$ cat src/rtl/draw_cmd_pkg.sv
// draw_cmd_pkg
// Shared definitions for the draw command executor: command codes (matching
// the draw sequencer encoding), default screen geometry, the rectangle record,
// the executor FSM state type, and the command-to-rectangle lookup.
//
// The table entries are all within the 160x120 screen, so the default build of
// the executor needs no clipping.
package draw_cmd_pkg;

  localparam int SCR_W_DEF = 160;
  localparam int SCR_H_DEF = 120;

  localparam logic [4:0] CMD_CLEAR_0     = 5'd0;
  localparam logic [4:0] CMD_CLEAR_1     = 5'd1;
  localparam logic [4:0] CMD_NOTE_FIRST  = 5'd2;
  localparam logic [4:0] CMD_NOTE_LAST   = 5'd16;
  localparam logic [4:0] CMD_SIDE_TOP    = 5'd17;
  localparam logic [4:0] CMD_SIDE_BOT    = 5'd18;
  localparam logic [4:0] CMD_BACKGROUND  = 5'd19;
  localparam logic [4:0] CMD_PLAY_CLEAR  = 5'd20;
  localparam logic [4:0] CMD_NOP_A       = 5'd21;
  localparam logic [4:0] CMD_NOP_B       = 5'd22;
  localparam logic [4:0] CMD_BAR_LEFT    = 5'd23;
  localparam logic [4:0] CMD_BAR_RIGHT   = 5'd24;
  localparam logic [4:0] CMD_BAR_MID     = 5'd25;
  localparam logic [4:0] CMD_ILLEGAL_MIN = 5'd26;

  typedef struct packed {
    logic [7:0] x0;
    logic [6:0] y0;
    logic [7:0] w;
    logic [6:0] h;
    logic [2:0] col;
  } rect_t;

  typedef enum logic [1:0] {
    ST_IDLE = 2'd0,
    ST_LOAD = 2'd1,
    ST_DRAW = 2'd2,
    ST_DONE = 2'd3
  } exec_state_t;

  function automatic logic is_illegal(input logic [4:0] cmd);
    return (cmd >= CMD_ILLEGAL_MIN);
  endfunction

  function automatic logic is_noop(input logic [4:0] cmd);
    return (cmd == CMD_NOP_A) || (cmd == CMD_NOP_B) || is_illegal(cmd);
  endfunction

  // No-op codes return an all-zero rectangle; it is never rastered.
  function automatic rect_t cmd_to_rect(input logic [4:0] cmd, input logic [1:0] choose);
    rect_t r;
    r = '0;
    if ((cmd >= CMD_NOTE_FIRST) && (cmd <= CMD_NOTE_LAST)) begin
      // Note blocks sit on a 10-pixel pitch starting at column 5.
      r.x0  = 8'd5 + (8'd10 * 8'(cmd - CMD_NOTE_FIRST));
      r.y0  = 7'd40;
      r.w   = 8'd8;
      r.h   = 7'd4;
      r.col = 3'b110;
    end else begin
      case (cmd)
        CMD_CLEAR_0:    begin r.w = 8'd160; r.h = 7'd120; r.col = 3'b000; end
        CMD_CLEAR_1:    begin r.w = 8'd160; r.h = 7'd120; r.col = 3'b001; end
        CMD_SIDE_TOP:   begin r.x0 = 8'd140; r.w = 8'd20; r.h = 7'd15; r.col = 3'b010; end
        CMD_SIDE_BOT:   begin r.x0 = 8'd140; r.y0 = 7'd15; r.w = 8'd20; r.h = 7'd15; r.col = 3'b010; end
        CMD_BACKGROUND: begin
          r.w = 8'd160;
          r.h = 7'd120;
          case (choose)
            2'b00:   r.col = 3'b000;
            2'b01:   r.col = 3'b001;
            2'b10:   r.col = 3'b011;
            default: r.col = 3'b100;
          endcase
        end
        CMD_PLAY_CLEAR: begin r.y0 = 7'd60; r.w = 8'd160; r.h = 7'd1; r.col = 3'b000; end
        CMD_BAR_LEFT:   begin r.x0 = 8'd30; r.y0 = 7'd44; r.w = 8'd1; r.h = 7'd32; r.col = 3'b011; end
        CMD_BAR_RIGHT:  begin r.x0 = 8'd38; r.y0 = 7'd44; r.w = 8'd1; r.h = 7'd32; r.col = 3'b011; end
        CMD_BAR_MID:    begin r.x0 = 8'd34; r.y0 = 7'd44; r.w = 8'd1; r.h = 7'd32; r.col = 3'b101; end
        default:        r = '0;
      endcase
    end
    return r;
  endfunction

endpackage

$ cat src/rtl/draw_rect_raster.sv
// draw_rect_raster
// Row-major scanner over a w x h rectangle, one pixel per cycle.
// Ports:
//   CLK, reset   clock, synchronous active-low reset (clears active only)
//   start        pulse: clear counters and begin scanning next cycle
//   x0, y0, w, h rectangle origin and size (held stable while active)
//   x, y         9-bit coordinate sums x0+cx, y0+cy
//   active       high while a pixel is being presented
//   last         high on the final pixel (cx=w-1, cy=h-1)
module draw_rect_raster (
  input  logic       CLK,
  input  logic       reset,
  input  logic       start,
  input  logic [7:0] x0,
  input  logic [6:0] y0,
  input  logic [7:0] w,
  input  logic [6:0] h,
  output logic [8:0] x,
  output logic [8:0] y,
  output logic       active,
  output logic       last
);

  logic [7:0] cx;
  logic [6:0] cy;
  logic       row_end;

  assign row_end = (cx == (w - 8'd1));
  assign last    = active && row_end && (cy == (h - 7'd1));
  assign x       = {1'b0, x0} + {1'b0, cx};
  assign y       = {2'b00, y0} + {2'b00, cy};

  always_ff @(posedge CLK) begin
    if (!reset)     active <= 1'b0;
    else if (start) active <= 1'b1;
    else if (last)  active <= 1'b0;
  end

  // Counters need no reset: start always clears them before use.
  always_ff @(posedge CLK) begin
    if (start) begin
      cx <= 8'd0;
      cy <= 7'd0;
    end else if (active) begin
      if (row_end) begin
        cx <= 8'd0;
        cy <= cy + 7'd1;
      end else begin
        cx <= cx + 8'd1;
      end
    end
  end

endmodule

$ cat src/rtl/draw_command_executor.sv
// draw_command_executor
// Accepts 5-bit draw commands over a valid/ready handshake, looks up the
// rectangle and colour for each, and rasterizes it into per-pixel writes for
// the 160x120 3-bit framebuffer adapter. Flow: IDLE -> LOAD -> DRAW -> DONE.
// Ports:
//   CLK, reset          clock, synchronous active-low reset
//   cmd_valid, cmd      command handshake input and code
//   choose              background palette select, captured with cmd
//   cmd_ready           high only in IDLE
//   x, y, colour, plot  pixel write; x/y/colour hold outside DRAW
//   done                one-cycle completion pulse
//   err                 sticky flag: an illegal code (26..31) was accepted
// Configuration:
//   DRAW_EXEC_CLIP_EN   when defined, pixels outside SCR_W x SCR_H are
//                       suppressed (plot=0) without changing timing.
module draw_command_executor
  import draw_cmd_pkg::*;
#(
  parameter int SCR_W = SCR_W_DEF,
  parameter int SCR_H = SCR_H_DEF
) (
  input  logic       CLK,
  input  logic       reset,
  input  logic       cmd_valid,
  input  logic [4:0] cmd,
  input  logic [1:0] choose,
  output logic       cmd_ready,
  output logic [7:0] x,
  output logic [6:0] y,
  output logic [2:0] colour,
  output logic       plot,
  output logic       done,
  output logic       err
);

  exec_state_t state, state_nx;
  logic [4:0]  cmd_q;
  logic [1:0]  choose_q;
  rect_t       rect_q;
  logic [7:0]  x_q;
  logic [6:0]  y_q;
  logic [2:0]  col_q;
  logic        start;
  logic        in_draw;
  logic        pix_ok;
  logic [8:0]  ras_x;
  logic [8:0]  ras_y;
  logic        ras_active;
  logic        ras_last;

  draw_rect_raster u_raster (
    .CLK    (CLK),
    .reset  (reset),
    .start  (start),
    .x0     (rect_q.x0),
    .y0     (rect_q.y0),
    .w      (rect_q.w),
    .h      (rect_q.h),
    .x      (ras_x),
    .y      (ras_y),
    .active (ras_active),
    .last   (ras_last)
  );

  always_ff @(posedge CLK) begin
    if (!reset) state <= ST_IDLE;
    else        state <= state_nx;
  end

  always_comb begin
    state_nx = state;
    start    = 1'b0;
    case (state)
      ST_IDLE: if (cmd_valid) state_nx = ST_LOAD;
      ST_LOAD: begin
        if (is_noop(cmd_q)) begin
          state_nx = ST_DONE;
        end else begin
          state_nx = ST_DRAW;
          start    = 1'b1;
        end
      end
      ST_DRAW: if (ras_last && ras_active) state_nx = ST_DONE;
      ST_DONE: state_nx = ST_IDLE;
      default: state_nx = ST_IDLE;
    endcase
  end

  // Command capture and table lookup are data; only control is reset.
  always_ff @(posedge CLK) begin
    if ((state == ST_IDLE) && cmd_valid) begin
      cmd_q    <= cmd;
      choose_q <= choose;
    end
    if (state == ST_LOAD) rect_q <= cmd_to_rect(cmd_q, choose_q);
  end

  always_ff @(posedge CLK) begin
    if (!reset)                                     err <= 1'b0;
    else if ((state == ST_LOAD) && is_illegal(cmd_q)) err <= 1'b1;
  end

  // Hold registers give x/y/colour their value outside DRAW.
  always_ff @(posedge CLK) begin
    if (!reset) begin
      x_q   <= 8'd0;
      y_q   <= 7'd0;
      col_q <= 3'd0;
    end else if (in_draw) begin
      x_q   <= ras_x[7:0];
      y_q   <= ras_y[6:0];
      col_q <= rect_q.col;
    end
  end

`ifdef DRAW_EXEC_CLIP_EN
  assign pix_ok = (ras_x < 9'(SCR_W)) && (ras_y < 9'(SCR_H));
`else
  logic clip_unused;
  assign clip_unused = &{1'b0, ras_x[8], ras_y[8:7], SCR_W[0], SCR_H[0]};
  assign pix_ok      = 1'b1;
`endif

  assign in_draw   = (state == ST_DRAW);
  assign cmd_ready = (state == ST_IDLE);
  assign done      = (state == ST_DONE);
  assign plot      = in_draw && pix_ok;
  assign x         = in_draw ? ras_x[7:0] : x_q;
  assign y         = in_draw ? ras_y[6:0] : y_q;
  assign colour    = in_draw ? rect_q.col : col_q;

endmodule

$ cat config.mk
export PLATFORM = sky130hd
export DESIGN_NAME = draw_command_executor
export DESIGN_NICKNAME = d
export VERILOG_FILES = /design/src/rtl/draw_cmd_pkg.sv /design/src/rtl/draw_rect_raster.sv /design/src/rtl/draw_command_executor.sv
export SDC_FILE = /design/constraint.sdc
export NUM_CORES = 1
export LEC_CHECK = 0
export ABC_AREA = 1
export ABC_CLOCK_PERIOD_IN_PS = 3000
export CAP_MARGIN = 20
export CORE_AREA = 2 2 88 90
export DETAILED_ROUTE_END_ITERATION = 8
export DIE_AREA = 0 0 90 92
export PLACE_DENSITY = 0.79
export REMOVE_ABC_BUFFERS = 1
export SLEW_MARGIN = 20
export SYNTH_ARGS = -nofsm -noshare
export SYNTH_HDL_FRONTEND = slang
export SYNTH_SLANG_ARGS = --single-unit
$ cat constraint.sdc
create_clock -name CLK -period 3 [get_ports CLK]
set_input_delay 0.45 -clock CLK [delete_from_list [all_inputs] [get_ports CLK]]
set_output_delay 0.45 -clock CLK [all_outputs]
set_load 0.01 [all_outputs]
; Yosys cells after proc, flatten, opt, wreduce, memory -nomap -nowiden
; Index checks and enable logic that the tools add are counted.
[word_totals]
romBits = 0
latch_bits = 0
reg_bits = 77
mem_count = 0
output_inout_bits = 22
mem_bits_rw = 0
elab_cells = 80
inputBits = 10
[op_classes]
reduce_logical = 17
n_bitwise = 0
n_lt_le_gt_ge = 3
shift = 0
muxes = 17
add_sub_neg = 8
n_mul = 1
div = 0
eq_ne = 19
[op_table]
columns = operator, count
row1 = case mux 18 bit (7 select lines), 1
row2 = == test 5 bit (second input constant), 9
row3 = 2-to-1 mux 33 bit, 1
row4 = case mux 8 bit (4 select lines), 1
row5 = case mux 6 bit (3 select lines), 1
row6 = 2-to-1 mux 8 bit, 2
row7 = case mux 3 bit (3 select lines), 1
row8 = adder 3 x 8 -> 8 bit (first input constant), 1
row9 = adder 8 x 1 -> 8 bit (second input constant), 1
row10 = adder 8 bit, 1
row11 = == test 8 bit, 1
row12 = multiplier 3 x 8 -> 7 bit (first input constant), 1
row13 = case mux 2 bit (4 select lines), 1
row14 = subtractor 8 x 1 -> 8 bit (second input constant), 1
row15 = adder 7 x 1 -> 7 bit (second input constant), 1
row16 = adder 7 bit, 1
row17 = == test 7 bit, 1
row18 = 2-to-1 mux 7 bit, 1
row19 = subtractor 7 x 1 -> 7 bit (second input constant), 1
row20 = == test 2 bit (second input constant), 3
row21 = logical AND 1 bit, 6
row22 = subtractor 5 x 2 -> 6 bit (second input constant), 1
row23 = == test 5 x 1 -> 1 bit (second input constant), 1
row24 = greater-or-equal comparator 5 x 2 -> 1 bit (second input constant), 1
row25 = other kinds (15), 25

; Longest topological paths before layout
[logic_depth]
depth_word = 7
mapped_depth = 15
mapped_depth_nobuf = 15

; Modules after synthesis
; From an unflattened synthesis, not the netlist that was laid out.
[hier_totals]
cells_unflattened = 571
area_unflattened_um2 = 4426.7
[by_module_without_submodules]
columns = module, instances, cells_per_inst, seq_area_each_um2, area_per_inst_um2
row1 = draw_command_executor, 1, 282, 1381.3, 2597.5
row2 = draw_rect_raster, 1, 289, 320.3, 1829.3

; Worst setup path after synthesis
; Ideal clock, no wire load.
[synth_path]
kind = register to register
from = reg cmd_q[1]
to = reg rect_q[32] (netlist bit), data pin
path_buffers = 0
arrival_time_ps = 2361
setup_time_ps = 259
setup_slack_ps = 379
period_less_slack_ps = 2621
stages_incl_launch_ff = 12
required_ps = 2741
path_cell_list = edfxtp_1 inv_2 ha_1 xor2_1 ha_1 ha_1 fa_1 xnor2_1 nor3b_1 nand2_1 nand2_1 o21ai_1
[synth_between]
elab_chain_cells = 4
word_cells_on_any_way = 14
classes_between = add/sub: 2 / mul: 1 / order compare: 2 / eq/ne: 5 / mux: 2 / reduce/logical: 2
[synth_rtl]
columns = element, line
row1 = start: declaration, draw_command_executor.sv:37  ; logic [4:0] cmd_q;
row2 = start signal: assignment, draw_command_executor.sv:92  ; cmd_q <= cmd;
row3 = subtractor 5 x 2 -> 6 bit / == test 5 bit (equally long branches), "draw_cmd_pkg.sv:57, draw_cmd_pkg.sv:63"
row4 = multiplier 3 x 8 -> 7 bit / OR reduction 2 bit (equally long branches), -
row5 = adder 3 x 8 -> 8 bit / case mux 8 bit (4 select lines) (equally long branches), "draw_cmd_pkg.sv:57, draw_cmd_pkg.sv:63"
row6 = 2-to-1 mux 33 bit (*), draw_cmd_pkg.sv:55  ; if ((cmd >= CMD_NOTE_FIRST) && (cmd <= CMD_NOTE_LAST)) begin
row7 = end signal: assignment, draw_command_executor.sv:95  ; if (state == ST_LOAD) rect_q <= cmd_to_rect(cmd_q, choose_q);
row8 = end: declaration, draw_command_executor.sv:39  ; rect_t rect_q;
; Every way passes the cells marked *; elsewhere a longest branch is shown, timed or not.
; A chain may end at the register's enable or synchronous reset.

; Final worst setup path
; Same ends and word-level chain as after synthesis.

==> impl_metrics.json <==
{
  "finalPower_mw": 4.10,
  "crit_path_max_incr_delay_ns": 0.48,
  "place_hpwl_mm": 6.60,
  "yosys_warnings": 0,
  "maximum_number_of_pins_on_one_net_before_global_route_repair": 27,
  "ff_to_ff_path_depth": 11,
  "fin_util_pct": 66.1,
  "track_usage_pct": 22.7,
  "cp-end-kind": "flip-flop",
  "startpoint_type": "flip-flop",
  "clock_latency_ns": 0.36,
  "grt_first_pass_wirelength_mm": 15.0,
  "max_slew.worst_pin.slew_ns": 0.606,
  "drc": 0,
  "final_period_minus_worst_setup_slack_ns": 2.86,
  "cp_slowest_cell": "sky130_fd_sc_hd__edfxtp_1",
  "placement.setup.worst_slack_ns": 0.172,
  "final_ant_viol_nets": 0,
  "fin_nets": 624,
  "drv_slew": 0,
  "grt_remaining_overflow": 0,
  "floorplan.initialDensity_pct": 56.5,
  "cts_made_buffers": 9,
  "placeableCoreArea_um2": 7450,
  "dr.first_iter.drc_count": 194,
  "num_antenna_cells": 0,
  "layout.cells.most_common": "sky130_fd_sc_hd__nand2_1",
  "total_power_per_unit_cell_area_nw_per_um2": 834,
  "ys_seq_elements": 69,
  "crit_cells": 11,
  "cts_htree_levels": 3,
  "crit_family": "adder cells",
  "gpl_wtd_cong": 0.970,
  "synth_seq_area_share_pct": 40.5,
  "tritoncts": "yes",
  "number_of_maximum_capacitance_constraint_violations": 0,
  "syn_area_per_cell_um2": 7.83,
  "achievable-frequency_mhz": 350,
  "cts_hold_buf": 0,
  "critical_path.n_buffers_inverters": 1,
  "io_buffers": 31,
  "timing.hold.worst_path_depth": 2,
  "via_count_of_the_first_global_routing_pass": 3405,
  "die_x_um": 90,
  "criticalPathCategory": "flip-flop to flip-flop",
  "worst_ep_required_time_ns": 3.10,
  "clock-sinks": 69,
  "result_of_the_run": "finished clean",
  "setup_ws_ns": 0.141,
  "crit_arrival_ns": 2.96,
  "fp-row-count": 32,
  "count_of_pins_on_the_block_boundary": 32,
  "routed-via-count": 3564,
  "via_per_inst": 5.20,
  "timing.slew.headroom_pct": 59.3,
  "report.final.setup_viol": 0,
  "cell_chain_critical_path": "inv_2, ha_1, xor2_1, ha_1, ha_1, fa_1, xnor2_1, nor3b_1, nand2_1, nand2_1, o21ai_1",
  "critical-path-top-cell-by-count": "sky130_fd_sc_hd__ha_1",
  "final.setup_skew_ns": 0.0108,
  "design.die.area_um2": 8280,
  "most-common-layout-cells": "sky130_fd_sc_hd__nand2_1 (147), sky130_fd_sc_hd__inv_1 (79), sky130_fd_sc_hd__nand3_1 (38)",
  "yosys.cell_types.count": 37,
  "clock-root-buffer": "sky130_fd_sc_hd__clkbuf_8",
  "final_layout_size_suffix_gt1_share_pct": 9.26,
  "area_overhead_vs_synth_pct": 17.0,
  "worst_ir_drop_on_vdd_v": 0.000489,
  "worstPathMaxFanout": 7,
  "die_h_um": 92,
  "wl_per_cell_um": 12.8,
  "final.period_utilization_pct": 95.3,
  "netlist_instances": 537,
  "detail_route.first_pass.iterations": 4,
  "hold_viol_final": 0,
  "grt_antenna_before_repair": 0,
  "hold_path_class": "flip-flop to flip-flop",
  "stdcell_area_um2": 4920,
  "mappedNetlistArea_um2": 4200,
  "clk_path_buf_depth": 2,
  "static-leakage-power_nw": 2.36,
  "clk_transition_reported_paths_ns": 0.07,
  "place_area_um2": 4650,
  "wirelength_mm": 8.74
}
## through the flow
step                std cells  hold WS, ns  TNS [ns]
floorplan                 531        0.448         0
global placement          668        0.456         0
detailed placement        668        0.459         0
CTS                       684        0.474         0
global route              685        0.493  -0.00815
finish                    685        0.469         0
## layer usage
metal | vias to the layer above | track usage (%) | wire length, µm
met5 | - | 0 | 0
met4 | 0 | 12.4 | 253
met3 | 20 | 3.29 | 323
met2 | 78 | 38.3 | 4230
met1 | 1650 | 28.1 | 3940
li1 | 1816 | - | -
## area by class of cell
type,instances,area [µm²]
clock buffers,12,166
clock inverters,4,53.8
fillers,625,2530
inverters,87,330
multi-input cells,375,2180
flip-flops and latches,69,1710
well taps,102,128
repair buffers,36,353
## path summary, 6_finish.rpt
kind / endpoint / from / slack [ns]
max: rect_q[32]$_DFFE_PP_ / cmd_q[1]$_DFFE_PP_ / 0.14
min: y_q[0]$_SDFF_PN0_ / y_q[0]$_SDFF_PN0_ / 0.47
max reg2reg: rect_q[32]$_DFFE_PP_ / cmd_q[1]$_DFFE_PP_ / 0.14
min reg2reg: y_q[0]$_SDFF_PN0_ / y_q[0]$_SDFF_PN0_ / 0.47
## worst min-delay path, stage by stage (launching register included)
cell and delay (ns):
sky130_fd_sc_hd__dfxtp_1 0.30, sky130_fd_sc_hd__nand2_1 0.07, sky130_fd_sc_hd__a21oi_1 0.05
## registers in the layout, summed over array words and instances, names as in the netlist
register and count:
rect_q 25, u_raster.cx 8, x_q 8, u_raster.cy 7, y_q 7, cmd_q 5
col_q 3, choose_q 2, state 2, err 1, u_raster.active 1
## timing repair
action                                  4_1_cts  5_1_grt
endpoints found under the hold margin         0        0
endpoints found under the setup margin        2        7
pin swaps                                     0        1
resized for setup                             5       10
setup buffers                                 0        1
## power breakdown
part           switching (mW)  internal [mW]  leakage, nW
clock                   0.368          0.460        0.104
sequential              0.171           1.29        0.606
combinational            1.04          0.776         1.65
total                    1.58           2.52         2.36
## synth_stat cells
cell type,number,area [µm²]
sky130_fd_sc_hd__a21oi_1,36,180
sky130_fd_sc_hd__nand2_2,4,25.0
sky130_fd_sc_hd__a31oi_1,2,12.5
sky130_fd_sc_hd__xnor2_1,11,96.3
sky130_fd_sc_hd__nand3_1,38,190
sky130_fd_sc_hd__nand3_2,4,40.0
sky130_fd_sc_hd__o21a_1,2,15.0
sky130_fd_sc_hd__a311oi_1,1,8.76
sky130_fd_sc_hd__inv_2,6,22.5
sky130_fd_sc_hd__o21ai_1,2,10.0
sky130_fd_sc_hd__o211ai_1,1,7.51
sky130_fd_sc_hd__and2_1,2,12.5
sky130_fd_sc_hd__fa_1,3,60.1
sky130_fd_sc_hd__a21boi_0,1,7.51
sky130_fd_sc_hd__nand4_1,7,43.8
sky130_fd_sc_hd__or2_2,1,6.26
sky130_fd_sc_hd__nand3_4,1,17.5
sky130_fd_sc_hd__clkbuf_1,2,7.51
sky130_fd_sc_hd__nand2_1,147,552
sky130_fd_sc_hd__nor2_4,4,45.0
sky130_fd_sc_hd__nor3b_2,1,12.5
sky130_fd_sc_hd__ha_1,33,413
sky130_fd_sc_hd__o21ai_2,2,17.5
sky130_fd_sc_hd__xor2_1,10,87.6
sky130_fd_sc_hd__buf_2,3,15.0
sky130_fd_sc_hd__nand3b_1,2,15.0
sky130_fd_sc_hd__inv_1,79,297
sky130_fd_sc_hd__clkinv_1,2,7.51
sky130_fd_sc_hd__o21ai_0,18,90.1
sky130_fd_sc_hd__o21bai_1,1,7.51
sky130_fd_sc_hd__edfxtp_1,32,961
sky130_fd_sc_hd__nor3_1,3,15.0
sky130_fd_sc_hd__nor3b_1,1,7.51
sky130_fd_sc_hd__o21bai_4,1,18.8
sky130_fd_sc_hd__buf_1,1,3.75
sky130_fd_sc_hd__nor2_1,36,135
sky130_fd_sc_hd__dfxtp_1,37,741
## kinds of logic (layout without fill, tap and decap cells)
kind of cell / Yosys count / after routing / share of synthesized area [%]
AND/OR/NAND/NOR: 251 / 251 / 26.6
buffers and inverters: 93 / 139 / 8.39
AO/OA/AOI/OAI: 67 / 67 / 8.93
XOR/XNOR: 21 / 21 / 4.37
adder cells (fa/ha/maj): 36 / 36 / 11.3
flip-flops: 69 / 69 / 40.5
Power figures use the tool's default switching activity.
==> edit, RTL diff (same flow settings) <==
Add a define of `DRAW_EXEC_CLIP_EN`.
--- a/src/rtl/draw_command_executor.sv
+++ b/src/rtl/draw_command_executor.sv
@@ -13,6 +13,8 @@
 // Configuration:
 //   DRAW_EXEC_CLIP_EN   when defined, pixels outside SCR_W x SCR_H are
 //                       suppressed (plot=0) without changing timing.
+`define DRAW_EXEC_CLIP_EN
+
 module draw_command_executor
   import draw_cmd_pkg::*;
 #(
Check against the original RTL: no difference found for any inputs over 10 cycles, from zero or initial values and one cycle with reset low; that may be too few to reach the edited logic, so the function may still have changed.
==> edit against the unedited design <==
- total power increased by 0.47%
- setup slack got worse by 64 ps
- final cell count grew 2.8%
- cell area up 1.9%
- via count rose by 5.8%
- non-clock buffer count rose by 1
- sequential cell count is the same
- area after synthesis increased by 2.0%
- wire length rose by 12%
- highest routed layer unchanged
- largest cell class unchanged
- first-iteration DRC count down 21%
- utilization is 1.2 points higher
==> edit: results (changes against the unedited design) <==
metric	value	unit	change
drt_iter0_drc	154		was 194
cp_slowest_cell	clkdlybuf4s50_1		was edfxtp_1
synthTopCellsByArea	edfxtp_1 22%, dfxtp_1 17%, nand2_1 14%		was edfxtp_1 23%, dfxtp_1 18%, nand2_1 13%
grt_pass1_vias	3686		was 3,405
grt_pass1_wl	16100	um	was 15,000 um
cp_top_family	buffers and inverters		was adder cells
fillers	630		was 625
post-place-ws	168	ps	was 172 ps
gp_congestion	0.917		was 0.970
status	finished clean		unchanged
drtPass1Iterations	7		was 4
p_int	2.47	mW	was 2.52 mW
peakVddDrop	526	uV	was 489 uV
grt_usage	24.3	%	was 22.7%
skew	15.5	ps	was 10.8 ps
cp_data_arrival_time	2470	ps	was 2960 ps
fin_cells	704		was 685
combinationalPowerShare	45.7	%	was 44.3%
yosys.cell_types.count	39		was 37
ys_top_cells_by_count	158 x nand2_1, 77 x inv_1, 42 x a21oi_1		was 147 x nand2_1, 79 x inv_1, 38 x nand3_1
hpwlAfterDp	7280	um	was 6600 um
drive_gt1_share	9.80	%	was 9.26%
syn_inst	555		was 537
dp_cells	687		was 668
power_frac_seq	34.9	%	was 35.5%
==> edit: cell count changes in the layout (fill, tap and decap cells not counted), moves of 3 or more <==
cell,unedited run,this run
o21ai_1,2,6
a21oi_1,35,40
nor3_1,3,0
nand2_1,147,157
==> edit: worst paths after layout <==
kind	startpoint	endpoint	depth (start not counted)	slack, ps
worst min register to register	y_q[0]	y_q[0]	2	470
worst max-delay path	u_raster.cy[2]	y[3]	8	80
worst min-delay path	y_q[0]	y_q[0]	2	470
worst max register to register	cmd_q[2]	rect_q[32]	10	250
==> edit: cells by family (layout without fill, tap and decap cells) <==
kind of cell | after synthesis | after routing | share of synthesized area, %
AND/OR/NAND/NOR | 264 | 264 | 27.2
buffers and inverters | 91 | 138 | 8.20
AO/OA/AOI/OAI | 73 | 73 | 9.19
flip-flops | 69 | 69 | 39.7
adder cells (fa/ha/maj) | 37 | 37 | 11.3
XOR/XNOR | 21 | 21 | 4.46
==> edit: final cells by class <==
type | instances | area [um2] | area share [%]
Timing Repair Buffer | 37 | 374 | 7.47
Inverter | 85 | 320 | 6.39
Clock inverter | 5 | 38.8 | 0.774
Tap cell | 102 | 128 | 2.55
Sequential cell | 69 | 1710 | 34.1
Clock buffer | 11 | 174 | 3.47
Multi-Input combinational cell | 395 | 2270 | 45.2
==> edit: metal layers <==
metal,wire length (um),global-route usage (%),up-vias
li1,-,-,1883
met4,234,9.87,0
met2,5080,45.7,91
met1,4080,27.0,1770
met5,0,0,-
met3,384,4.52,25
==> edit: what timing repair did <==
| action | CTS | global route |
|---|---|---|
| hold buffers | 0 | 0 |
| buffers inserted | 1 | 0 |
| gates cloned | 0 | 0 |
| endpoints found under the setup margin | 5 | 9 |
| resized for setup | 8 | 17 |
| pin swaps | 0 | 1 |
